[src/rtl/renkon_serial_if.sv]
// rtl/renkon_serial_if.sv - capture and feature-memory write bus for renkon_serial
interface renkon_serial_if #(
  parameter int DWIDTH  = 16,
  parameter int CORE    = 8,
  parameter int CORELOG = 3,
  parameter int OUTSIZE = 12
);
  logic                     serial_we;
  logic [CORE*DWIDTH-1:0]   in_data;
  logic [OUTSIZE-1:0]       base_addr;
  logic [OUTSIZE-1:0]       stride;
  logic [CORELOG:0]         n_lanes;
  logic                     mem_we;
  logic [OUTSIZE-1:0]       mem_addr;
  logic signed [DWIDTH-1:0] mem_data;

  modport master (
    output serial_we, in_data, base_addr, stride, n_lanes,
    input  mem_we, mem_addr, mem_data
  );

  modport slave (
    input  serial_we, in_data, base_addr, stride, n_lanes,
    output mem_we, mem_addr, mem_data
  );
endinterface

[src/rtl/renkon_serial.sv]
// rtl/renkon_serial.sv - captures parallel pool lanes and drains them one write per cycle
module renkon_serial #(
  parameter int DWIDTH  = 16,
  parameter int CORE    = 8,
  parameter int CORELOG = 3,
  parameter int OUTSIZE = 12
) (
  input  logic           clk,
  input  logic           xrst,
  renkon_serial_if.slave bus,
  input  logic           overrun_clr,
  output logic           busy,
  output logic           done,
  output logic           overrun
);
  localparam int CW = CORELOG + 1;

  typedef enum logic {IDLE = 1'b0, DRAIN = 1'b1} state_t;

  state_t                   state_q, state_d;
  logic [CW-1:0]            idx_q, idx_d;
  logic [CW-1:0]            count_q, count_d;
  logic [OUTSIZE-1:0]       stride_q, stride_d;
  logic signed [DWIDTH-1:0] lanes_q [CORE];
  logic signed [DWIDTH-1:0] lanes_d [CORE];
  logic                     mem_we_q, mem_we_d;
  logic [OUTSIZE-1:0]       mem_addr_q, mem_addr_d;
  logic signed [DWIDTH-1:0] mem_data_q, mem_data_d;
  logic                     busy_q, busy_d;
  logic                     done_q, done_d;
  logic                     overrun_q, overrun_d;

  logic          accept;
  logic          last;
  logic          ovr_set;
  logic [CW-1:0] clamped;
  logic [CW-1:0] idx_inc;

  assign accept  = bus.serial_we && (bus.n_lanes != '0);
  assign clamped = (bus.n_lanes > CW'(CORE)) ? CW'(CORE) : bus.n_lanes;
  assign last    = (idx_q == count_q - CW'(1));
  assign idx_inc = idx_q + CW'(1);

  always_ff @(posedge clk) begin
    if (!xrst) begin
      state_q    <= IDLE;
      idx_q      <= '0;
      count_q    <= '0;
      stride_q   <= '0;
      lanes_q    <= '{default: '0};
      mem_we_q   <= 1'b0;
      mem_addr_q <= '0;
      mem_data_q <= '0;
      busy_q     <= 1'b0;
      done_q     <= 1'b0;
      overrun_q  <= 1'b0;
    end else begin
      state_q    <= state_d;
      idx_q      <= idx_d;
      count_q    <= count_d;
      stride_q   <= stride_d;
      lanes_q    <= lanes_d;
      mem_we_q   <= mem_we_d;
      mem_addr_q <= mem_addr_d;
      mem_data_q <= mem_data_d;
      busy_q     <= busy_d;
      done_q     <= done_d;
      overrun_q  <= overrun_d;
    end
  end

  // A capture immediately presents write 0, so the registered outputs carry the first write
  // in the cycle after the strobe; mem_addr_q doubles as the address accumulator.
  always_comb begin
    state_d    = state_q;
    idx_d      = idx_q;
    count_d    = count_q;
    stride_d   = stride_q;
    lanes_d    = lanes_q;
    mem_we_d   = 1'b0;
    mem_addr_d = mem_addr_q;
    mem_data_d = mem_data_q;
    busy_d     = 1'b0;
    done_d     = 1'b0;
    ovr_set    = 1'b0;

    if ((state_q == IDLE) || last) begin
      if (accept) begin
        state_d    = DRAIN;
        idx_d      = '0;
        count_d    = clamped;
        stride_d   = bus.stride;
        for (int k = 0; k < CORE; k++) begin
          lanes_d[k] = bus.in_data[k*DWIDTH +: DWIDTH];
        end
        mem_we_d   = 1'b1;
        mem_addr_d = bus.base_addr;
        mem_data_d = bus.in_data[DWIDTH-1:0];
        busy_d     = 1'b1;
        done_d     = (clamped == CW'(1));
      end else begin
        state_d = IDLE;
        idx_d   = '0;
      end
    end else begin
      idx_d      = idx_inc;
      mem_we_d   = 1'b1;
      mem_addr_d = mem_addr_q + stride_q;
      mem_data_d = lanes_q[idx_inc[CORELOG-1:0]];
      busy_d     = 1'b1;
      done_d     = (idx_inc == count_q - CW'(1));
      ovr_set    = accept;
    end

    // Set is applied after clear so a coincident set wins.
    overrun_d = overrun_q;
    if (overrun_clr) overrun_d = 1'b0;
    if (ovr_set)     overrun_d = 1'b1;
  end

  assign bus.mem_we   = mem_we_q;
  assign bus.mem_addr = mem_addr_q;
  assign bus.mem_data = mem_data_q;
  assign busy         = busy_q;
  assign done         = done_q;
  assign overrun      = overrun_q;
endmodule

[src/flat_wrapper.sv]
// flat-port wrapper written by rule: the top's interface ports become plain ports
module renkon_serial_flat 
#(
  parameter int DWIDTH  = 16,
  parameter int CORE    = 8,
  parameter int CORELOG = 3,
  parameter int OUTSIZE = 12
)
  (clk, xrst, overrun_clr, busy, done, overrun, bus_serial_we, bus_in_data, bus_base_addr, bus_stride, bus_n_lanes, bus_mem_we, bus_mem_addr, bus_mem_data);
  renkon_serial_if #(.DWIDTH(DWIDTH), .CORE(CORE), .CORELOG(CORELOG), .OUTSIZE(OUTSIZE)) bus_i ();
  input  logic clk;
  input  logic xrst;
  input  logic overrun_clr;
  output logic busy;
  output logic done;
  output logic overrun;
  input wire logic [$bits(bus_i.serial_we)-1:0] bus_serial_we;
  input wire logic [$bits(bus_i.in_data)-1:0] bus_in_data;
  input wire logic [$bits(bus_i.base_addr)-1:0] bus_base_addr;
  input wire logic [$bits(bus_i.stride)-1:0] bus_stride;
  input wire logic [$bits(bus_i.n_lanes)-1:0] bus_n_lanes;
  output wire logic [$bits(bus_i.mem_we)-1:0] bus_mem_we;
  output wire logic [$bits(bus_i.mem_addr)-1:0] bus_mem_addr;
  output wire logic [$bits(bus_i.mem_data)-1:0] bus_mem_data;
  assign bus_i.serial_we = bus_serial_we;
  assign bus_i.in_data = bus_in_data;
  assign bus_i.base_addr = bus_base_addr;
  assign bus_i.stride = bus_stride;
  assign bus_i.n_lanes = bus_n_lanes;
  assign bus_mem_we = bus_i.mem_we;
  assign bus_mem_addr = bus_i.mem_addr;
  assign bus_mem_data = bus_i.mem_data;
  renkon_serial #(.DWIDTH(DWIDTH), .CORE(CORE), .CORELOG(CORELOG), .OUTSIZE(OUTSIZE)) u_core (.clk(clk), .xrst(xrst), .bus(bus_i), .overrun_clr(overrun_clr), .busy(busy), .done(done), .overrun(overrun));
endmodule
[config.mk]
export PLATFORM = sky130hd
export DESIGN_NAME = renkon_serial_flat
export DESIGN_NICKNAME = d
export VERILOG_FILES = /design/src/rtl/renkon_serial_if.sv /design/src/rtl/renkon_serial.sv /design/src/flat_wrapper.sv
export SDC_FILE = /design/constraint.sdc
export NUM_CORES = 1
export LEC_CHECK = 0
export CELL_PAD_IN_SITES_DETAIL_PLACEMENT = 0
export CELL_PAD_IN_SITES_GLOBAL_PLACEMENT = 1
export CORE_MARGIN = 1.5
export CORE_UTILIZATION = 40
export DETAILED_ROUTE_END_ITERATION = 8
export PLACE_DENSITY = 0.91
export SLEW_MARGIN = 20
export SYNTH_ARGS = -nofsm -noshare
export SYNTH_HDL_FRONTEND = slang
export SYNTH_SLANG_ARGS = --single-unit
[constraint.sdc]
create_clock -name clk -period 3.2 [get_ports clk]
set_input_delay 0.32 -clock clk [delete_from_list [all_inputs] [get_ports clk]]
set_output_delay 0.32 -clock clk [all_outputs]
set_load 0.02 [all_outputs]
* After elaboration in Yosys (flattened, before gate mapping) *
Index checks and enable logic that the tools add are counted.

storage, ports and cells
  flip-flop bits (word level) = 180
  input bits = 160
  output and inout bits = 32
  word-level logic and storage cells = 50

operators by class
  add/subtract/negate cells = 3
  $lt $le $gt $ge = 2
  equal/unequal tests = 4
  mux-type cells = 15
  bitwise logic cells = 3
  reduce and logical (&&, ||, !) cells = 6

operators with widths
  operator                                          number
  two-way mux 16 bit                                4
  binary-select mux 16 bit (select 3 bit)           1
  two-way mux 12 bit                                2
  adder 12 bit                                      1
  == test 4 bit                                     2
  two-way mux 1 bit                                 7
  adder 4 x 1 -> 4 bit, second input constant       1
  == test 4 x 1 -> 1 bit, second input constant     1
  >= comparator 4 bit, second input constant        1
  > comparator 4 bit, second input constant         1
  two-way mux 4 bit                                 1
  NOT 3 -> 4 bit                                    1
  nonzero test 4 bit                                1
  subtractor 4 x 1 -> 4 bit, second input constant  1
  != test 2 x 1 -> 1 bit, second input constant     1
  NOT 1 bit                                         2
  AND reduction 2 bit                               1
  nonzero test 2 bit                                1
  OR reduction 2 bit                                1
  logical AND 1 bit                                 1
  logical OR 1 bit                                  1

* Longest topological paths before layout *
Gate-level depths: netlist of the first run.

  depth in word-level cells = 6
  depth in mapped cells = 11
  gate-level depth less buffers = 9

* Worst setup path after synthesis of the first run *
Ideal clock, no wire load.

  kind = register to register
  start point = register u_core.idx_q[1]
  end point = register u_core.mem_data_q[11] (netlist: u_core.bus.mem_data[11])
  library setup time = 0.116 ns
  arrival = 2.033 ns
  data required time = 3.084 ns
  slack = 1.051 ns
  stages on the path, launching flop included = 9
  buffers on the path = 3
  period minus slack after synthesis = 2.149 ns
  path through = dfxtp_1 ha_1 buf_2 buf_2 buf_1 mux4_2 mux2i_1 nand2_1 and3_1

on the way
  cells in the longest elaborated chain, start to end = 6
  elaborated cells on any way between the ends = 9
  those cells by class = add/sub (1); eq/ne (2); mux (4); bitwise (1); reduce/logical (1)

RTL lines
  what                                                   RTL line              source
  from (decl)                                            renkon_serial.sv:21   logic [CW-1:0] idx_q, idx_d;
  from (signal assigned)                                 renkon_serial.sv:59   idx_q <= idx_d;
  adder 4 x 1 -> 4 bit                                   renkon_serial.sv:42   assign idx_inc = idx_q + CW'(1);
  named net u_core.idx_inc[1]                            renkon_serial.sv:37   logic [CW-1:0] idx_inc;
  NOT 3 -> 4 bit (implied by the code)                   renkon_serial.sv:109  mem_data_d = lanes_q[idx_inc[CORELOG-1:0]];
  binary-select mux 16 bit (select 3 bit)                renkon_serial.sv:109
  two-way mux 16 bit (implied by the code) (2 in a row)  renkon_serial.sv:109
  two-way mux 16 bit                                     renkon_serial.sv:87   if ((state_q == IDLE) || last) begin
  to (signal assigned)                                   renkon_serial.sv:65   mem_data_q <= mem_data_d;
  to (decl)                                              renkon_serial.sv:28   logic signed [DWIDTH-1:0] mem_data_q, mem_data_d;

The timed path passes the listed nets, and every way through them passes these cells. The select of a mux whose other input is x is not followed.
A chain may end at the register's enable or synchronous reset.

* Worst setup path in the final report of the first run *
  start point = register u_core.idx_q[0]
  end point = register u_core.stride_q[10]

on the way
  cells in the longest elaborated chain, start to end = 3

RTL lines
  what                           RTL line             source
  == test 4 bit                  renkon_serial.sv:41  assign last = (idx_q == count_q - CW'(1));
  logical OR 1 bit               renkon_serial.sv:87
  AND reduction 2 bit (no line)  -
  to (signal assigned)           renkon_serial.sv:61  stride_q <= stride_d;
  to (decl)                      renkon_serial.sv:23  logic [OUTSIZE-1:0] stride_q, stride_d;

Every way passes these cells.

==> flow_summary.json, run 1 <==
{
  "syn2layout_area_growth_pct": 31.28,
  "startpoint_type": "flop",
  "drv_cap": 0,
  "finalCriticalPeriod_ps": 2536,
  "port_buffers": 191,
  "grt_overflow_total": 0,
  "cp.required_ps": 3550,
  "ctsResizeCount": 0,
  "rows": 52,
  "fillers": 1891,
  "wire_per_inst_um": 16.74,
  "fin_skew_ps": 6.532,
  "grt_pass1_wl_um": 36030,
  "synth_area_leaders": "dfxtp_1 (43%), nand2_1 (8.8%), nand3_1 (8.7%)",
  "status": "finished clean",
  "worst_slew_pin_slew_ps": 791.3,
  "cts_max_level": 4,
  "firstDrtPassIters": 5,
  "gp_congestion": 0.8095,
  "instances_no_fill": 1379,
  "avgViaCountPerCell": 5.263,
  "crit_arrival_ps": 2890,
  "end_kind": "flop",
  "rsz0062_at_grt": "false",
  "syn_area_per_cell_um2": 8.778,
  "ios": 192,
  "fin_tns_setup_ps": 0,
  "antenna_found_initial": 0,
  "yosys.area.top_type_share": 0.4294,
  "design.die.area_um2": 21860,
  "clock-sinks": 180,
  "fin_nets": 1270,
  "r2r_slack_ps": 660,
  "maxSlewHeadroom": 0.4725,
  "p_per_area_nw_per_um2": 512.7,
  "mappedNetlistArea_um2": 8392,
  "synth_cells": 956,
  "yosysSeqAreaShare": 0.4294,
  "cp_top_family": "buffers and inverters",
  "crit-reg2reg-launch": "u_core.idx_q[0]",
  "vias": 7257,
  "r2r-end": "u_core.stride_q[10]",
  "initial_utilization": 0.4108,
  "ys_top_cells_by_count": "nand2_1 (196), dfxtp_1 (180), nand3_1 (146)",
  "grt_pass1_vias": 6719,
  "crit_start": "u_core.idx_q[0]",
  "ant_nets": 0,
  "crit_fanout": 138,
  "path_clk_slew_ps": 70,
  "cts-root-buf": "clkbuf_16",
  "post_cts_buffers": 0,
  "post_dp_cell_area_um2": 10400,
  "ir_drop_mv": 0.3413,
  "ys_async_sr_fraction": 0,
  "slew_violations": 0,
  "ys_ff_latch": 180,
  "drt_iter0_drc": 564,
  "leakage_nw": 4.121,
  "cp_num_buf_inv": 2,
  "hold_viol_final": 0,
  "die_w_um": 147.8,
  "drc_errors": 0,
  "slowest_stage": "buf_4",
  "fmax_mhz": 394.3,
  "cp.depth": 8,
  "grt_use_total": 0.2113,
  "place_inst": 1347,
  "clk_latency_ps": 430,
  "synth_edf_count": 0,
  "ctsHoldBuffers": 0,
  "post-route-util": 0.5393,
  "critPathKind": "reg2reg",
  "syn-num-nets": 1130,
  "synth.largest_area_cell": "dfxtp_1",
  "fin_area_um2": 11020,
  "ys.warnings.count": 0,
  "ys_types": 49,
  "grt_max_degree": 139,
  "setup_viol": 0,
  "clk_path_buf_depth": 2,
  "crit_chain": "buf_4 > xor2_1 > nand2_1 > o31a_1 > nor2_4 > buf_12 > nand3_1 > o21ai_0",
  "die_h_um": 147.8,
  "critPathMaxStageDelay_ps": 490,
  "core-area_um2": 20430,
  "reg2reg_depth": 8,
  "drive_above_1_share": 0.08115,
  "cts_tree": "yes",
  "fin_crit_sh": 0.7925,
  "yosysMostFrequentCell": "nand2_1",
  "antenna_cells": 0,
  "crit_path_end": "u_core.stride_q[10]",
  "synth_ff_type": "dfxtp_1",
  "hold_path.class": "in2reg",
  "dp_hpwl_um": 16130,
  "cts_buffers": 17,
  "finalWirelength_um": 23090
}
layout make-up:
| type | count | area [µm²] | share of cell area |
|---|---|---|---|
| Clock buffer | 21 | 470.5 | 0.04270 |
| Clock inverter | 11 | 147.6 | 0.01340 |
| Inverter | 6 | 22.52 | 0.002044 |
| Multi-Input combinational cell | 684 | 4334 | 0.3934 |
| Sequential cell | 180 | 3605 | 0.3272 |
| Tap cell | 270 | 337.8 | 0.03066 |
| Timing Repair Buffer | 207 | 2100 | 0.1906 |
sequential cells by signal, indices dropped and copies added, names as in the netlist:
name / count
u_core.lanes_q: 128
u_core.done: 1
u_core.bus.mem_data: 16
u_core.idx_q: 4
u_core.count_q: 4
u_core.bus.mem_we: 1
u_core.overrun: 1
u_core.state_q: 1
u_core.bus.mem_addr: 12
u_core.stride_q: 12
logic make-up (layout without fill, tap and decap cells):
| group | after synthesis | count (layout) | share of synthesized area |
|---|---|---|---|
| xor gates and xnor gates | 20 | 20 | 0.02177 |
| muxes | 78 | 78 | 0.1412 |
| buffers and inverters | 92 | 245 | 0.05681 |
| adders and majority gates | 14 | 14 | 0.02177 |
| and+or+nand+nor | 391 | 391 | 0.2116 |
| AOI/OAI and AO/OA | 181 | 181 | 0.1175 |
| DFF | 180 | 180 | 0.4294 |
cells in the final DEF, fill, tap and decap left out, types with 4 or more instances in the layout:
cell type        count
xor2_1               7
mux2i_1             43
xnor2_1             12
and3_1              21
clkbuf_16           17
a21oi_1             10
nand4b_1             4
dfxtp_1            179
o21ai_1             70
inv_1                6
ha_1                12
o21ai_0             81
buf_4               11
clkinvlp_4           4
nand2_1            196
o211a_1              5
mux4_2              32
nor2_1               6
nand3_1            146
nor3_1               6
clkdlybuf4s50_1    190
buf_12               5
routing by layer:
metal  track usage  up-vias  wire length (µm)
met5             0        -                 0
met1        0.2954     3366             10470
met2        0.3203      223             10610
met4       0.08465        0               686
li1              -     3641                 -
met3       0.04167       27              1317
stage by stage:
step                hold WS [ps]  worst slack (ps)  total power, mW
floorplan                  425.2              1051            3.083
detailed placement         439.2             674.3            3.504
global placement           433.0             742.9            3.487
CTS                        415.0             660.9            5.688
finish                     387.5             664.1            5.648
global route               434.8             431.7            5.886
worst min-delay path by stage:
stage | startpoint | endpoint | depth (start not counted)
6_report | xrst | u_core.bus.mem_addr[0] | 2
5_1_grt | bus_in_data[39] | u_core.lanes_q[87] | 3
4_1_cts | xrst | u_core.bus.mem_addr[10] | 2
3_5_place_dp | u_core.lanes_q[79] | u_core.lanes_q[79] | 2
3_3_place_gp | u_core.lanes_q[14] | u_core.lanes_q[14] | 2
2_1_floorplan | u_core.lanes_q[112] | u_core.lanes_q[112] | 2
power breakdown:
part | total (mW) | switching, mW | leakage [nW] | internal [mW]
Sequential | 2.49 | 0.0926 | 1.48 | 2.39
Combinational | 0.966 | 0.479 | 2.35 | 0.487
Clock | 2.20 | 0.902 | 0.292 | 1.29
Total | 5.65 | 1.47 | 4.12 | 4.17
Power figures use the tool's default switching activity.
==> inputs of run 2 (changes only) <==
Settings changed: CORE_UTILIZATION 40 to 38, PLACE_DENSITY 0.91 to 0.87.
Clock period 3.2 ns to 2.5 ns, I/O delays scaled along.
==> run 2 against run 1 <==
Against the previous run: register-to-register slack got worse by 430 ps; non-clock buffer count increased by 7; clock skew increased by 7.8 ps; via count decreased by 0.39%; clock-buffer cell count decreased by 3; wire length increased by 1.0%; maximum frequency increased by 12%; global-route usage decreased by 0.73 points; worst setup slack got worse by 430 ps; die area increased by 5.2%; critical path type unchanged.
==> flow_summary.json, run 2 (synthesized netlist as in run 1, its figures left out) <==
{
  "end_kind": "flop",
  "rsz0062_at_grt": "false",
  "die_h_um": 151.6,
  "clk_path_buf_depth": 2,
  "cts_buffers": 17,
  "gp_congestion": 0.7908,
  "ant_nets": 0,
  "p_sw_frac": 0.2637,
  "hold-path-cell-count": 2,
  "largest_register_ffs": 128,
  "post_cts_buffers": 0,
  "syn2layout_area_growth_pct": 33.37,
  "firstDrtPassIters": 5,
  "final_cell_mix": "nand2_1 (196), clkdlybuf4s50_1 (190), dfxtp_1 (179), nand3_1 (146), o21ai_0 (81)",
  "dp_hpwl_um": 16710,
  "p_per_area_nw_per_um2": 661.3,
  "r2r-end": "u_core.lanes_q[95]",
  "p_seq_frac": 0.430,
  "drt_iter0_drc": 503,
  "status": "finished clean",
  "post-route-util": 0.5144,
  "grt_pass1_wl_um": 35980,
  "startpoint_type": "flop",
  "cts_tree": "yes",
  "hold_path.class": "in2reg",
  "port_buffers": 191,
  "worst_slew_pin_slew_ps": 538.5,
  "comb_power_share": 0.172,
  "critPathKind": "reg2reg",
  "drv_cap": 0,
  "leakage_nw": 4.208,
  "grt_max_degree": 113,
  "layout_commonest_cell": "nand2_1",
  "r2r_slack_ps": 240,
  "setup_viol": 0,
  "fin_skew_ps": 14.35,
  "fin_nets": 1277,
  "fin_crit_sh": 0.9044,
  "drive_above_1_share": 0.08781,
  "clock-sinks": 180,
  "initial_utilization": 0.3857,
  "design.die.area_um2": 22980,
  "grt_use_total": 0.2040,
  "path_clk_slew_ps": 70,
  "avgViaCountPerCell": 5.171,
  "ctsResizeCount": 0,
  "finalCriticalPeriod_ps": 2261,
  "finalWirelength_um": 23320,
  "core-area_um2": 21760,
  "ios": 192,
  "grt_pass1_vias": 6750,
  "crit_fanout": 48,
  "whs_ps": 266.4,
  "ctsHoldBuffers": 0,
  "slew_violations": 0,
  "intPower_mw": 5.449,
  "maxSlewHeadroom": 0.6410,
  "cp.required_ps": 2860,
  "clk_latency_ps": 430,
  "clkPwrFrac": 0.398,
  "hold_viol_final": 0,
  "crit-reg2reg-launch": "u_core.count_q[0]",
  "die_w_um": 151.6,
  "fin_tns_setup_ps": 0,
  "crit_arrival_ps": 2620,
  "cts_max_level": 4,
  "fmax_mhz": 442.3,
  "antenna_found_initial": 1,
  "rows": 54,
  "whs_endpoint": "u_core.bus.mem_addr[4]",
  "drc_errors": 0,
  "ir_drop_mv": 0.3171,
  "min-delay-start": "xrst",
  "grt_overflow_total": 0,
  "wire_per_inst_um": 16.68,
  "reg2reg_depth": 9,
  "cts-root-buf": "clkbuf_16",
  "top_register": "u_core.lanes_q",
  "vias": 7229,
  "power.switching_mw": 1.951
}
==> run 2: worst max-delay path by stage <==
stage | depth (start not counted) | slack [ps] | startpoint | endpoint
after CTS | 9 | 230 | u_core.count_q[0] | u_core.count_q[1]
after detailed placement | 9 | 260 | u_core.count_q[0] | u_core.lanes_q[79]
after floorplan | 8 | 350 | u_core.idx_q[1] | u_core.bus.mem_data[11]
final | 9 | 240 | u_core.count_q[0] | u_core.lanes_q[95]
after global routing | 9 | 40 | u_core.count_q[0] | u_core.stride_q[4]
after global placement | 10 | 290 | u_core.count_q[0] | u_core.lanes_q[54]
==> run 2: cell type report <==
type	instances	area, µm²
diodes	2	5.005
clock buffers	18	439.2
clock inverters	14	209.0
fillers	2037	10560
inverters	6	22.52
multi-input cells	684	4334
flip-flops and latches	180	3605
well taps	280	350.3
repair buffers	214	2227
==> run 2: critical path: stages (launching register included) <==
cell and delay (ps):
dfxtp_1 390, inv_1 60, ha_1 320, xor2_1 160
nand2_1 120, o31a_1 340, nor2_4 120, buf_4 400
nand3_1 150, o21ai_1 100
==> run 2: power groups by stage <==
stage | logic, mW | clock network [mW] | registers, mW
after floorplan | 0.687 | 0 | 3.26
after global placement | 1.26 | 0 | 3.24
after detailed placement | 1.27 | 0 | 3.24
after CTS | 1.28 | 2.99 | 3.18
after global routing | 1.39 | 3.12 | 3.20
final | 1.27 | 2.95 | 3.18
==> run 2: metrics by stage <==
| stage | power, mW | std cells | setup WS (ps) | instance area (µm²) |
|---|---|---|---|---|
| after global placement | 4.501 | 1364 | 293.2 | 10540 |
| after detailed placement | 4.519 | 1364 | 262.6 | 10540 |
| after global routing | 7.715 | 1397 | 42.17 | 11190 |
| after CTS | 7.453 | 1396 | 230.1 | 11190 |
| after floorplan | 3.946 | 956 | 351.0 | 8392 |
| final | 7.401 | 1398 | 239.0 | 11190 |
==> run 2: per-layer routing <==
| layer | vias to the layer above | track usage | share of wire |
|---|---|---|---|
| met5 | - | 0 | 0 |
| met4 | 0 | 0.06683 | 0.018 |
| met3 | 20 | 0.04072 | 0.048 |
| met2 | 179 | 0.3168 | 0.46 |
| met1 | 3376 | 0.2835 | 0.47 |
| li1 | 3654 | - | - |
